$ cat src/rtl/uart_rx_if.sv
// uart_rx_if: serial line, frame configuration and received-data signals of uart_rx
`timescale 1ns/1ps
interface uart_rx_if #(parameter int DATA_WIDTH = 8);
    logic                  RX_IN;
    logic [5:0]            Prescale;
    logic                  PAR_EN;
    logic                  PAR_TYP;
    logic [DATA_WIDTH-1:0] P_DATA;
    logic                  Data_Valid;
    logic                  Par_Err;
    logic                  Stp_Err;
    modport master (output RX_IN, Prescale, PAR_EN, PAR_TYP, input P_DATA, Data_Valid, Par_Err, Stp_Err);
    modport slave (input RX_IN, Prescale, PAR_EN, PAR_TYP, output P_DATA, Data_Valid, Par_Err, Stp_Err);
endinterface

$ cat src/rtl/uart_rx.sv
// uart_rx: oversampling UART receiver with 3-sample majority vote, optional parity and stop check
`timescale 1ns/1ps
module uart_rx #(parameter int DATA_WIDTH = 8) (
    input logic     CLK,
    input logic     RST,
    uart_rx_if.slave bus
);
    localparam int IW = DATA_WIDTH > 1 ? $clog2(DATA_WIDTH) : 1;
    localparam logic [IW-1:0] LAST = IW'(DATA_WIDTH - 1);
    typedef enum logic [2:0] {IDLE, START, DATA, PARITY, STOP} state_t;
    state_t state_q, state_d;
    logic s1_q, s2_q;
    logic [5:0] cnt_q, cnt_d, pres_q, pres_d;
    logic [IW-1:0] idx_q, idx_d;
    logic [DATA_WIDTH-1:0] shift_q, shift_d, data_q, data_d;
    logic [1:0] samp_q, samp_d;
    logic bit_q, bit_d, par_en_q, par_en_d, par_typ_q, par_typ_d, perr_q, perr_d;
    logic dv_q, dv_d, pe_q, pe_d, se_q, se_d;
    logic rx_s, vote, at_s0, at_s1, at_vote, at_pe, at_end;
    logic [5:0] half;
    assign rx_s    = s2_q;
    assign half    = {1'b0, pres_q[5:1]};
    assign at_s0   = cnt_q == half - 6'd1;
    assign at_s1   = cnt_q == half;
    assign at_vote = cnt_q == half + 6'd1;
    assign at_pe   = cnt_q == half + 6'd2;
    assign at_end  = cnt_q == pres_q - 6'd1;
    // third sample is the live synchronized value, so the vote lands in a flop at P/2+2
    assign vote = (samp_q[0] & samp_q[1]) | (samp_q[0] & rx_s) | (samp_q[1] & rx_s);
    assign bus.P_DATA     = data_q;
    assign bus.Data_Valid = dv_q;
    assign bus.Par_Err    = pe_q;
    assign bus.Stp_Err    = se_q;
    always_comb begin
        state_d   = state_q;
        cnt_d     = cnt_q + 6'd1;
        pres_d    = pres_q;
        idx_d     = idx_q;
        shift_d   = shift_q;
        data_d    = data_q;
        samp_d    = {at_s1 ? rx_s : samp_q[1], at_s0 ? rx_s : samp_q[0]};
        bit_d     = bit_q;
        par_en_d  = par_en_q;
        par_typ_d = par_typ_q;
        perr_d    = perr_q;
        dv_d      = 1'b0;
        pe_d      = 1'b0;
        se_d      = 1'b0;
        case (state_q)
            IDLE: begin
                cnt_d = rx_s ? 6'd0 : 6'd1;
                if (!rx_s) begin
                    state_d   = START;
                    pres_d    = bus.Prescale;
                    par_en_d  = bus.PAR_EN;
                    par_typ_d = bus.PAR_TYP;
                    perr_d    = 1'b0;
                end
            end
            START: begin
                if (at_vote && vote) begin
                    state_d = IDLE;
                    cnt_d   = 6'd0;
                end else if (at_end) begin
                    state_d = DATA;
                    cnt_d   = 6'd0;
                    idx_d   = '0;
                end
            end
            DATA: begin
                if (at_vote) shift_d = {vote, shift_q[DATA_WIDTH-1:1]};
                if (at_end) begin
                    cnt_d = 6'd0;
                    idx_d = idx_q + 1'b1;
                    if (idx_q == LAST) state_d = par_en_q ? PARITY : STOP;
                end
            end
            PARITY: begin
                if (at_vote) bit_d = vote;
                if (at_pe && (bit_q != (^shift_q ^ par_typ_q))) begin
                    pe_d   = 1'b1;
                    perr_d = 1'b1;
                end
                if (at_end) begin
                    state_d = STOP;
                    cnt_d   = 6'd0;
                end
            end
            STOP: begin
                if (at_vote) begin
                    state_d = IDLE;
                    cnt_d   = 6'd0;
                    se_d    = !vote;
                    dv_d    = vote && !perr_q;
                    data_d  = (vote && !perr_q) ? shift_q : data_q;
                end
            end
            default: state_d = IDLE;
        endcase
    end
    always_ff @(posedge CLK or negedge RST) begin
        if (!RST) begin
            state_q   <= IDLE;
            s1_q      <= 1'b1;
            s2_q      <= 1'b1;
            cnt_q     <= '0;
            pres_q    <= '0;
            idx_q     <= '0;
            shift_q   <= '0;
            data_q    <= '0;
            samp_q    <= '0;
            bit_q     <= 1'b0;
            par_en_q  <= 1'b0;
            par_typ_q <= 1'b0;
            perr_q    <= 1'b0;
            dv_q      <= 1'b0;
            pe_q      <= 1'b0;
            se_q      <= 1'b0;
        end else begin
            state_q   <= state_d;
            s1_q      <= bus.RX_IN;
            s2_q      <= s1_q;
            cnt_q     <= cnt_d;
            pres_q    <= pres_d;
            idx_q     <= idx_d;
            shift_q   <= shift_d;
            data_q    <= data_d;
            samp_q    <= samp_d;
            bit_q     <= bit_d;
            par_en_q  <= par_en_d;
            par_typ_q <= par_typ_d;
            perr_q    <= perr_d;
            dv_q      <= dv_d;
            pe_q      <= pe_d;
            se_q      <= se_d;
        end
    end
endmodule

$ cat src/flat_wrapper.sv
// flat-port wrapper written by rule: the top's interface ports become plain ports
module uart_rx_flat 
#(parameter int DATA_WIDTH = 8)
  (CLK, RST, bus_RX_IN, bus_Prescale, bus_PAR_EN, bus_PAR_TYP, bus_P_DATA, bus_Data_Valid, bus_Par_Err, bus_Stp_Err);
  uart_rx_if #(.DATA_WIDTH(DATA_WIDTH)) bus_i ();
  input logic CLK;
  input logic RST;
  input wire logic [$bits(bus_i.RX_IN)-1:0] bus_RX_IN;
  input wire logic [$bits(bus_i.Prescale)-1:0] bus_Prescale;
  input wire logic [$bits(bus_i.PAR_EN)-1:0] bus_PAR_EN;
  input wire logic [$bits(bus_i.PAR_TYP)-1:0] bus_PAR_TYP;
  output wire logic [$bits(bus_i.P_DATA)-1:0] bus_P_DATA;
  output wire logic [$bits(bus_i.Data_Valid)-1:0] bus_Data_Valid;
  output wire logic [$bits(bus_i.Par_Err)-1:0] bus_Par_Err;
  output wire logic [$bits(bus_i.Stp_Err)-1:0] bus_Stp_Err;
  assign bus_i.RX_IN = bus_RX_IN;
  assign bus_i.Prescale = bus_Prescale;
  assign bus_i.PAR_EN = bus_PAR_EN;
  assign bus_i.PAR_TYP = bus_PAR_TYP;
  assign bus_P_DATA = bus_i.P_DATA;
  assign bus_Data_Valid = bus_i.Data_Valid;
  assign bus_Par_Err = bus_i.Par_Err;
  assign bus_Stp_Err = bus_i.Stp_Err;
  uart_rx #(.DATA_WIDTH(DATA_WIDTH)) u_core (.CLK(CLK), .RST(RST), .bus(bus_i));
endmodule
$ cat config.mk
export PLATFORM = sky130hd
export DESIGN_NAME = uart_rx_flat
export DESIGN_NICKNAME = d
export VERILOG_FILES = /design/src/rtl/uart_rx_if.sv /design/src/rtl/uart_rx.sv /design/src/flat_wrapper.sv
export SDC_FILE = /design/constraint.sdc
export NUM_CORES = 1
export LEC_CHECK = 0
export BUFFER_PORTS_ARGS = -buffer_cell sky130_fd_sc_hd__buf_4
export CAP_MARGIN = 20
export CORE_MARGIN = 2
export CORE_UTILIZATION = 29
export CTS_BUF_LIST = sky130_fd_sc_hd__clkbuf_16
export CTS_CLUSTER_DIAMETER = 100
export CTS_CLUSTER_SIZE = 30
export DETAILED_ROUTE_END_ITERATION = 12
export SLEW_MARGIN = 0
export SYNTH_ARGS = -nofsm -noshare
export SYNTH_HDL_FRONTEND = slang
export SYNTH_SLANG_ARGS = --single-unit
$ cat constraint.sdc
create_clock -name CLK -period 6.3 [get_ports CLK]
set_input_delay 0.945 -clock CLK [delete_from_list [all_inputs] [get_ports CLK]]
set_output_delay 0.945 -clock CLK [all_outputs]
set_load 0.01 [all_outputs]
Word level (Yosys, flattened, before mapping)
Index checks and enable logic that the tools add are counted.
{ "totals": {"in_bits": 11, "out_inout_bits": 11, "regBits": 45, "word_cells": 94} }
{ "classes": {"bitwise": 7, "mux": 27, "n_addsub": 6, "n_reduce_logical": 17, "eq_ne": 20} }
{ "op_table": {"columns": ["cell", "count"], "rows": [
  ["$mux 3", 11],
  ["$eq 6x6->1", 4],
  ["$pmux 6 s4", 1],
  ["$mux 6", 3],
  ["$pmux 3 s5", 1],
  ["$ne 2x1->1 const B", 6],
  ["$mux 1", 9],
  ["$reduce_xor 8->1", 1],
  ["$add 5x1->6 const B", 1],
  ["$add 5x2->6 const B", 1],
  ["$add 6x1->6 const B", 1],
  ["$eq 3x2->1 const B", 2],
  ["$eq 3x3->1 const B", 2],
  ["$eq 6x5->1", 1],
  ["$pmux 3 s2", 1],
  ["$reduce_and 2->1", 3],
  ["$reduce_and 3->1", 2],
  ["$reduce_and 6->1", 1],
  ["$sub 5x1->6 const B", 1],
  ["$sub 6x1->6 const B", 1],
  ["$ne 2x2->1 const B", 2],
  ["$reduce_and 4->1", 1],
  ["$reduce_bool 2->1", 2],
  ["$add 3x1->3 const B", 1],
  ["other kinds (12)", 18]
]} }

Logic depth before layout (Yosys ltp)
Gate-level depths: netlist of the first run.
{ "depth": {"word_depth": 6, "mapped_depth": 8, "ltp_nobuf": 7} }

Worst setup path before layout of the first run
No wires, ideal clock.
{ "synth_timing": {"path_kind": "register -> register", "startpoint": "reg u_core.pres_q[1]", "endpoint": "reg u_core.data_q[0], in the netlist u_core.bus.P_DATA[0]", "arrival_ns": 2.559, "n_path_buf": 1, "stages_incl_launch_ff": 8, "required_ns": 6.175, "synth_period_minus_slack_ns": 2.685, "path_slack_ns": 3.615, "cell_sequence": "dfrtp_1 ha_1 o21ba_2 a221o_1 a2111o_1 or4_1 buf_4 mux2_4"} }
{ "synth_between": {"elab_chain_cells": 3} }
{ "synth_rtl": {"columns": ["item", "line_no", "source"], "rows": [
  ["from (decl)", "uart_rx.sv:13", "logic [5:0] cnt_q, cnt_d, pres_q, pres_d;"],
  ["from (signal assigned)", "uart_rx.sv:124", "pres_q <= pres_d;"],
  ["$add 5x1->6", "uart_rx.sv:25", "assign at_vote = cnt_q == half + 6'd1;"],
  ["$eq 6x6->1", "uart_rx.sv:25", null],
  ["$reduce_and 3->1 (no source line)", null, null],
  ["to (signal assigned)", "uart_rx.sv:127", "data_q <= data_d;"],
  ["to (decl)", "uart_rx.sv:15", "logic [DATA_WIDTH-1:0] shift_q, shift_d, data_q, data_d;"]
]} }
No other way between the ends.
A chain may end at the register's enable or synchronous reset.

Worst setup path after layout of the first run
{ "layout_timing": {"startpoint": "reg u_core.pres_q[1]", "endpoint": "reg u_core.data_q[5], in the netlist u_core.bus.P_DATA[5]"} }
The elaborated chain is that of the path after synthesis.

==> impl_metrics.yaml, run 1 <==
outcome:
  outcome: "complete, no violations"
placement:
  dpl_cell_area_um2: 3000
  place_ws_ns: 3.09
  post-place-cells: 389
  place.port_buffers: 21
  hpwl_um: 4100
  globalplace.congestion: 0.819
timing:
  slew_violations: 0
  slew-limit-headroom: 0.305
  fin_tns_setup_ns: 0
  tightest_slew_ns: 1.04
  min_period_ns: 3.20
  setup_slack_ns: 3.10
  rsz0062_at_grt: "false"
  fin_skew_ns: 0.00678
  period_share: 0.508
  worst_hold_slack_ns: 0.356
  max_freq_mhz: 312
  final_hold_viol_count: 0
  setup_viol: 0
clock_network:
  htree_num_levels: 2
  cts_buffer_depth: 2
  cts-resized-gates: 0
  ctsHoldBuffers: 0
  clock_latency_ns: 0.29
  clock-root-buffer: "clkbuf_16"
  cts_buffers: 5
  post_cts_buffers: 0
  cts_tree: "built"
  clock-sinks: 45
  clk_pin_slew_ns: 0.07
flow_run:
  drv_cap: 0
die:
  io_pins: 22
  core-area_um2: 9240
  die_y_um: 101
  rows: 35
  initial_core_util: 0.298
  die_area_um2: 10300
  die_w_um: 101
power_and_ir_drop:
  combPwrFrac: 0.468
  swShare: 0.422
  p_clk_frac: 0.188
  seqPwrFrac: 0.344
  p_per_area_nw_per_um2: 452
  internal_power_mw: 0.825
  cellLeakagePower_nw: 1.36
  switchingPower_mw: 0.603
  ir_drop_mv: 0.135
  design_power_total_mw: 1.43
finish:
  stdcell_area_um2: 3160
  finalNetCount: 289
  num_antenna_cells: 0
  drive_above_1_share: 0.242
  syn2layout_area_growth_pct: 14.7
  fin_cells: 398
  n_fill_cell: 923
  final-seq-area_um2: 1130
  utilization: 0.342
  multi_input_area_um2: 1510
worst_setup_path:
  crit_path_end_kind: "register"
  crit_type: "reg -> reg"
  reg2reg_to: "u_core.bus.P_DATA[5]"
  required_ns: 6.47
  cp.arrival_ns: 3.38
  rrSetupSlack_ns: 3.10
  rr_worst_depth: 6
  rr_startpoint: "u_core.pres_q[1]"
  crit_path_start_kind: "register"
  cp_max_fo: 11
route:
  dr.pass1.iters: 4
  drc_errors: 0
  totalWireLength_um: 5800
  final_antenna_net_count: 0
  wl_per_cell_um: 14.6
  vias_per_cell: 4.85
  drtIter0Drc: 94
  vias: 1932
grt:
  grt_max_degree: 46
  grt_overflow_total: 0
  grt_use_total: 0.118
  grt_first_pass_wirelength_um: 9560
  first_global_vias: 1933
  antenna_found_initial: 0
synth:
  ys_seq_area_frac: 0.410
  synth_edf_count: 0
  synthCells: 252
  syn_area_um2: 2750
  yosysWarnings: 0
  synth_fp_nets: 273
  ys_ff_latch: 45
  yosys.cell_types.count: 55
  synth_flop_cell: "dfrtp_1"
  synth_area_leaders: "dfrtp_1, xnor2_1, mux2_2, ha_1, mux2_4"
  yosysTopAreaCell: "dfrtp_1"
  async_flop_share: 1.00
  synth_top_area_share: 0.391
  syn_area_per_cell_um2: 10.9
min_path:
  min_to: "u_core.rx_s"
  whs_path_depth: 0
  min_from: "u_core.s1_q"
  hold_path_class: "reg -> reg"
[final cells by class]
class	count	area share
sequential	45	0.357
clock buffer	5	0.0396
timing repair buffer	23	0.0527
inverter	10	0.0119
tap	129	0.0511
clock inverter	3	0.00792
multi-input combinational	183	0.479
[registers in the layout, summed over array words and instances (netlist names)]
name and flops:
u_core.bus.P_DATA 8, u_core.shift_q 8, u_core.cnt_q 6, u_core.pres_q 6, u_core.idx_q 3, u_core.state_q 3
u_core.samp_q 2, u_core.bit_q 1, u_core.bus.Data_Valid 1, u_core.bus.Par_Err 1, u_core.bus.Stp_Err 1, u_core.par_en_q 1
u_core.par_typ_q 1, u_core.perr_q 1, u_core.rx_s 1, u_core.s1_q 1
[how the worst max path moves through the flow]
stage	start	end	slack [ns]	cells past startpoint
final	u_core.pres_q[1]	u_core.bus.P_DATA[5]	3.10	6
after global routing	u_core.pres_q[1]	u_core.bus.P_DATA[5]	2.95	6
after CTS	u_core.pres_q[1]	u_core.bus.P_DATA[5]	3.08	6
after detailed placement	u_core.pres_q[1]	u_core.bus.P_DATA[5]	3.09	6
after global placement	u_core.pres_q[1]	u_core.bus.P_DATA[4]	3.17	6
after floorplan	u_core.pres_q[1]	u_core.bus.P_DATA[0]	3.62	7
[logic make-up after synthesis]
group	after synthesis	synth area share
simple gates	73	0.149
fa+ha+maj	11	0.0491
mux	24	0.109
xor+xnor	32	0.114
buf+inv	24	0.0422
flops	45	0.410
compound gates	43	0.127
[power groups by stage]
| stage | Clock (mW) | Combinational, mW | Sequential [mW] |
|---|---|---|---|
| 2_1_floorplan | 0 | 0.612 | 0.408 |
| 3_3_place_gp | 0 | 0.644 | 0.491 |
| 3_5_place_dp | 0 | 0.659 | 0.496 |
| 4_1_cts | 0.273 | 0.663 | 0.490 |
| 5_1_grt | 0.285 | 0.732 | 0.508 |
| 6_report | 0.268 | 0.669 | 0.492 |
[per-layer routing]
| metal | track usage | up-vias | share of wire |
|---|---|---|---|
| met5 | 0 | - | 0 |
| met3 | 0.0200 | 4 | 0.015 |
| li1 | - | 949 | - |
| met2 | 0.197 | 23 | 0.50 |
| met4 | 0.0343 | 0 | 0.0084 |
| met1 | 0.159 | 956 | 0.48 |
[worst max-delay path, cell delays in order, from the launching register on]
cell and delay (ns):
dfrtp_1 0.46, ha_1 0.29, o21ba_2 0.22, a221o_1 0.37
a2111o_1 0.54, or4_1 0.82, mux2_4 0.40
[cell usage after synthesis (7+ instances only)]
| cell | count |
|---|---|
| nand2_1 | 10 |
| dfrtp_1 | 43 |
| o21ai_0 | 7 |
| ha_1 | 10 |
| inv_1 | 9 |
| mux2_2 | 15 |
| xnor2_1 | 20 |
| mux2_4 | 8 |
| nor2_1 | 10 |
| xor2_1 | 9 |
| nand2b_1 | 8 |
| nand3_1 | 11 |
[cell usage in the layout, fill, tap and decap left out, types with 3 or more instances in the layout]
cell type | synthesis | final
a21oi_1 | 3 | 3
o21ai_0 | 7 | 7
nor2_1 | 10 | 10
nand3_1 | 11 | 11
mux2_4 | 8 | 8
nand4_1 | 6 | 6
xnor2_1 | 20 | 20
o31ai_1 | 3 | 3
nor2b_1 | 5 | 5
nand2b_1 | 8 | 8
nor3_1 | 6 | 5
buf_4 | 3 | 21
a31o_2 | 3 | 3
dfrtp_1 | 43 | 43
ha_1 | 10 | 10
a2111oi_0 | 5 | 5
nand2_1 | 10 | 10
a211oi_1 | 3 | 3
inv_1 | 9 | 9
clkbuf_16 | 0 | 5
o211ai_1 | 3 | 3
xor2_1 | 9 | 9
nand3b_1 | 3 | 3
mux2_2 | 15 | 15
(Power assumes the default switching activity.)
==> run 2, diff against run 1 <==
- ABC_AREA: default -> 1
- clock period: 6.3 -> 2.9 ns (I/O delays scaled with it)
==> impl_metrics.yaml, run 2 <==
clock_network:
  clk_pin_slew_ns: 0.06
  cts-resized-gates: 0
  ctsHoldBuffers: 0
  post_cts_buffers: 0
  clock_latency_ns: 0.29
  clock-root-buffer: "clkbuf_16"
  cts_buffers: 5
  clock-sinks: 45
  cts_tree: "built"
  cts_buffer_depth: 2
  htree_num_levels: 2
finish:
  finalNetCount: 380
  syn2layout_area_growth_pct: 16.4
  mostFrequentLayoutCell: "nand2_1"
  drive_above_1_share: 0.156
  stdcell_area_um2: 3070
  num_antenna_cells: 0
  final_cell_mix: "nand2_1, inv_1, dfrtp_1"
worst_setup_path:
  crit_path_start_kind: "register"
  rr_worst_depth: 10
  rrSetupSlack_ns: 0.74
  cp.arrival_ns: 2.33
  reg2reg_to: "u_core.cnt_q[3]"
  cp_max_fo: 7
  required_ns: 3.07
  rr_startpoint: "u_core.pres_q[1]"
  crit_path_end_kind: "register"
  crit_type: "reg -> reg"
synth:
  ys_ff_latch: 45
  async_flop_share: 1.00
  yosysTopAreaCell: "dfrtp_1"
  syn_area_per_cell_um2: 7.85
  ys_seq_area_frac: 0.428
  yosys.cell_types.count: 35
  ys_top_cells_by_count: "nand2_1, inv_1, dfrtp_1"
  synth_flop_cell: "dfrtp_1"
  yosysWarnings: 0
  synth_edf_count: 0
  syn_area_um2: 2640
  synthCells: 336
  synth_area_leaders: "dfrtp_1, nand2_1, inv_1, ha_1, nand3_1"
  synth_top_area_share: 0.408
  synth_fp_nets: 357
  yosysMostFrequentCell: "nand2_1"
grt:
  grt_use_total: 0.118
  grt_max_degree: 46
  first_global_vias: 2045
  grt_overflow_total: 0
  antenna_found_initial: 0
  grt_first_pass_wirelength_um: 9450
route:
  drtIter0Drc: 62
  vias_per_cell: 4.49
  drc_errors: 0
  final_antenna_net_count: 0
  totalWireLength_um: 5360
  vias: 2103
  dr.pass1.iters: 4
  wl_per_cell_um: 11.5
die:
  initial_core_util: 0.301
  rows: 34
  io_pins: 22
  core-area_um2: 8760
  die_area_um2: 9870
  die_y_um: 99.4
  die_w_um: 99.4
timing:
  fin_tns_setup_ns: 0
  min_period_ns: 2.16
  max_freq_mhz: 462
  rsz0062_at_grt: "false"
  setup_viol: 0
  fin_skew_ns: 0.00521
  period_share: 0.746
  slew-limit-headroom: 0.609
  slew_violations: 0
  final_hold_viol_count: 0
  tightest_slew_ns: 0.587
power_and_ir_drop:
  seqPwrFrac: 0.327
  cellLeakagePower_nw: 1.54
  p_per_area_nw_per_um2: 928
  switchingPower_mw: 1.20
  design_power_total_mw: 2.85
  internal_power_mw: 1.64
  ir_drop_mv: 0.323
  swShare: 0.423
  combPwrFrac: 0.445
  p_clk_frac: 0.229
placement:
  hpwl_um: 4010
  place.port_buffers: 21
  dpl_cell_area_um2: 2900
  globalplace.congestion: 0.851
outcome:
  outcome: "complete, no violations"
flow_run:
  drv_cap: 0
min_path:
  hold_path_class: "in -> async"
run 2: per-layer routing:
metal / GRT usage / wire length [um] / up-vias
li1: - / - / 1098
met1: 0.165 / 2680 / 957
met2: 0.184 / 2380 / 36
met3: 0.0211 / 176 / 12
met4: 0.0443 / 123 / 0
met5: 0 / 0 / -
run 2: cell families after synthesis:
group,share of synthesized area
flip-flops,0.428
adder cells (fa/ha/maj),0.0474
AND/OR/NAND/NOR,0.274
buffers and inverters,0.0835
multiplexers,0.00427
XOR/XNOR,0.0697
AO/OA/AOI/OAI,0.0935
run 2: how the worst max path moves through the flow:
| stage | from | end | slack (ns) | cells past startpoint |
|---|---|---|---|---|
| final | u_core.pres_q[1] | u_core.cnt_q[3] | 0.74 | 10 |
| after global routing | u_core.pres_q[1] | u_core.bus.P_DATA[0] | 0.43 | 10 |
| after CTS | u_core.pres_q[2] | u_core.cnt_q[5] | 0.72 | 10 |
| after detailed placement | u_core.pres_q[1] | u_core.bus.P_DATA[6] | 0.73 | 10 |
| after global placement | u_core.pres_q[1] | u_core.bus.P_DATA[1] | 0.77 | 10 |
| after floorplan | u_core.pres_q[2] | u_core.bit_q | 0.98 | 8 |
run 2: critical path: stages, from the launching register on:
cell and delay, ns:
dfrtp_1 0.46, inv_1 0.14, ha_1 0.33, xnor2_1 0.19
nand3_1 0.09, nor2_1 0.18, nand4_1 0.13, nand2_1 0.14
nand2_1 0.09, a21oi_2 0.23, nor2_1 0.07
run 2: area by class of cell:
class	instances	area, um^2
inverter	48	180
fill	926	5690
sequential	45	1130
clock buffer	5	125
multi-input combinational	237	1290
tap	108	135
timing repair buffer	22	165
clock inverter	3	46.3
run 2: power by group through the flow:
stage	clock network [mW]	registers [mW]	logic (mW)
2_1_floorplan	0	0.867	1.06
3_3_place_gp	0	0.937	1.26
3_5_place_dp	0	0.943	1.26
4_1_cts	0.672	0.932	1.27
5_1_grt	0.703	0.956	1.47
6_report	0.651	0.930	1.27
run 2: metrics by stage:
step | std cells | utilization | hold WS, ns | setup WS (ns)
after floorplan | 336 | - | 0.139 | 0.981
after global placement | 460 | 0.331 | 0.345 | 0.769
after detailed placement | 460 | 0.331 | 0.349 | 0.727
after CTS | 468 | 0.350 | 0.171 | 0.720
after global routing | 468 | 0.350 | 0.200 | 0.434
final | 468 | 0.350 | 0.145 | 0.738
==> run 3, diff against run 2 <==
- clock period: 2.9 -> 2.1 ns (I/O delays scaled with it)
==> impl_metrics.yaml, run 3 (synthesis results as in run 2) <==
route:
  dr.pass1.iters: 4
  wl_per_cell_um: 12.1
  vias: 2213
  drc_errors: 0
  drtIter0Drc: 87
  final_antenna_net_count: 0
  vias_per_cell: 4.57
  totalWireLength_um: 5860
min_path:
  hold_path_class: "in -> async"
power_and_ir_drop:
  cellLeakagePower_nw: 1.60
  p_per_area_nw_per_um2: 1310
  ir_drop_mv: 0.516
worst_setup_path:
  critPathMostFrequentCell: "nand2_1"
  cp_max_fo: 6
  crit_type: "reg -> reg"
  path_delay_family: "simple AND/OR/NAND/NOR gates"
  slowest_stage: "dfrtp_1"
  crit_path_start_kind: "register"
  cp.arrival_ns: 2.20
  required_ns: 2.28
  rr_worst_depth: 16
  cp_cell_sequence: "inv_2, buf_6, ha_4, nand2_2, nand2_1, inv_1, nand2_1, nand2_1, nor2_1, nand3_2, nand2_2, nand2_2, nor2_4, nand2_1, nand2_1, nand2_1"
  slowest_delay_ns: 0.43
  path_buf_inv: 3
  crit_path_end_kind: "register"
  cp_num_cells: 16
die:
  die_y_um: 99.4
  rows: 34
  initial_core_util: 0.301
  die_w_um: 99.4
  die_area_um2: 9870
  io_pins: 22
  core-area_um2: 8760
clock_network:
  cts_buffer_depth: 2
  cts_tree: "built"
  clock-sinks: 45
  cts_buffers: 5
  clock_latency_ns: 0.29
  clk_pin_slew_ns: 0.06
  htree_num_levels: 2
  clock-root-buffer: "clkbuf_16"
flow_run:
  drv_cap: 0
timing:
  slew_violations: 0
  final_hold_viol_count: 0
  setup_viol: 0
  fin_tns_setup_ns: 0
  fin_skew_ns: 0.00796
  worst_hold_slack_ns: 0.0222
  slew-limit-headroom: 0.620
  rsz0062_at_grt: "true"
  setup_slack_ns: 0.0830
  min_period_ns: 2.02
  period_share: 0.960
  tightest_slew_ns: 0.571
  max_freq_mhz: 496
grt:
  grt_first_pass_wirelength_um: 9400
  first_global_vias: 2069
  antenna_found_initial: 0
  grt_overflow_total: 0
  grt_use_total: 0.118
  grt_max_degree: 46
placement:
  globalplace.congestion: 0.883
  place_ws_ns: 0.0295
  place.port_buffers: 21
  dpl_cell_area_um2: 2960
  hpwl_um: 4200
finish:
  mostFrequentLayoutCell: "nand2_1"
  n_fill_cell: 883
  final_cell_mix: "nand2_1, dfrtp_1, inv_1"
  drive_above_1_share: 0.253
  stdcell_area_um2: 3310
  utilization: 0.378
  num_antenna_cells: 0
  syn2layout_area_growth_pct: 25.7
  finalNetCount: 396
outcome:
  outcome: "complete, no violations"
## run 3: changes by cell type in the layout (fill, tap and decap cells not counted), moves of 2 or more
cell | before | now
ha_4 | 0 | 4
nand2_1 | 100 | 92
inv_1 | 45 | 41
o21ai_0 | 19 | 17
ha_1 | 10 | 4
inv_2 | 3 | 7
nand2_2 | 3 | 11
buf_4 | 22 | 35
nor2_4 | 2 | 4
o21ai_1 | 2 | 4
nand3_4 | 1 | 4
ha_2 | 0 | 2
## run 3: through the flow
stage | instances | total power [mW]
3_5_place_dp | 468 | 3.18
6_report | 484 | 4.33
3_3_place_gp | 468 | 3.15
5_1_grt | 484 | 4.71
4_1_cts | 476 | 3.96
2_1_floorplan | 336 | 2.67
## run 3: area by class of cell
cell class / instances / area (um^2) / share of cell area
multi-input combinational: 239 / 1450 / 0.438
sequential: 45 / 1130 / 0.341
timing repair buffer: 36 / 274 / 0.0827
inverter: 48 / 180 / 0.0544
tap: 108 / 135 / 0.0408
clock buffer: 5 / 125 / 0.0378
clock inverter: 3 / 17.5 / 0.00529
## run 3: timing repair
item / in CTS / in global routing
resized for setup: 1 / 36
hold buffers: 0 / 0
pin swaps: 0 / 11
setup buffers: 0 / 6
cloned: 0 / 2
setup endpoints to repair: 1 / 31
## run 3: worst paths after layout
path / slack (ns) / from / endpoint
max in group asynchronous: 1.66 / RST / u_core.pres_q[3]
setup reg to reg: 0.08 / u_core.pres_q[2] / u_core.state_q[1]
min in group CLK: 0.13 / bus_RX_IN / u_core.s1_q
hold / removal: 0.02 / RST / u_core.bus.Stp_Err
setup / recovery: 0.08 / u_core.pres_q[2] / u_core.state_q[1]
hold reg to reg: 0.36 / u_core.s1_q / u_core.rx_s
## run 3: power breakdown
part | leakage (nW) | switching (mW) | internal (mW) | total [mW]
Clock | 0.0712 | 0.316 | 0.436 | 0.752
Combinational | 0.933 | 1.34 | 0.959 | 2.30
Sequential | 0.596 | 0.235 | 1.05 | 1.28
## run 3: per-layer routing
metal  part of all wire  vias to the layer above  track usage
li1                   -                     1132            -
met1               0.46                     1033        0.152
met2               0.50                       40        0.201
met3              0.027                        8       0.0190
met4              0.016                        0       0.0443
met5                  0                        -            0
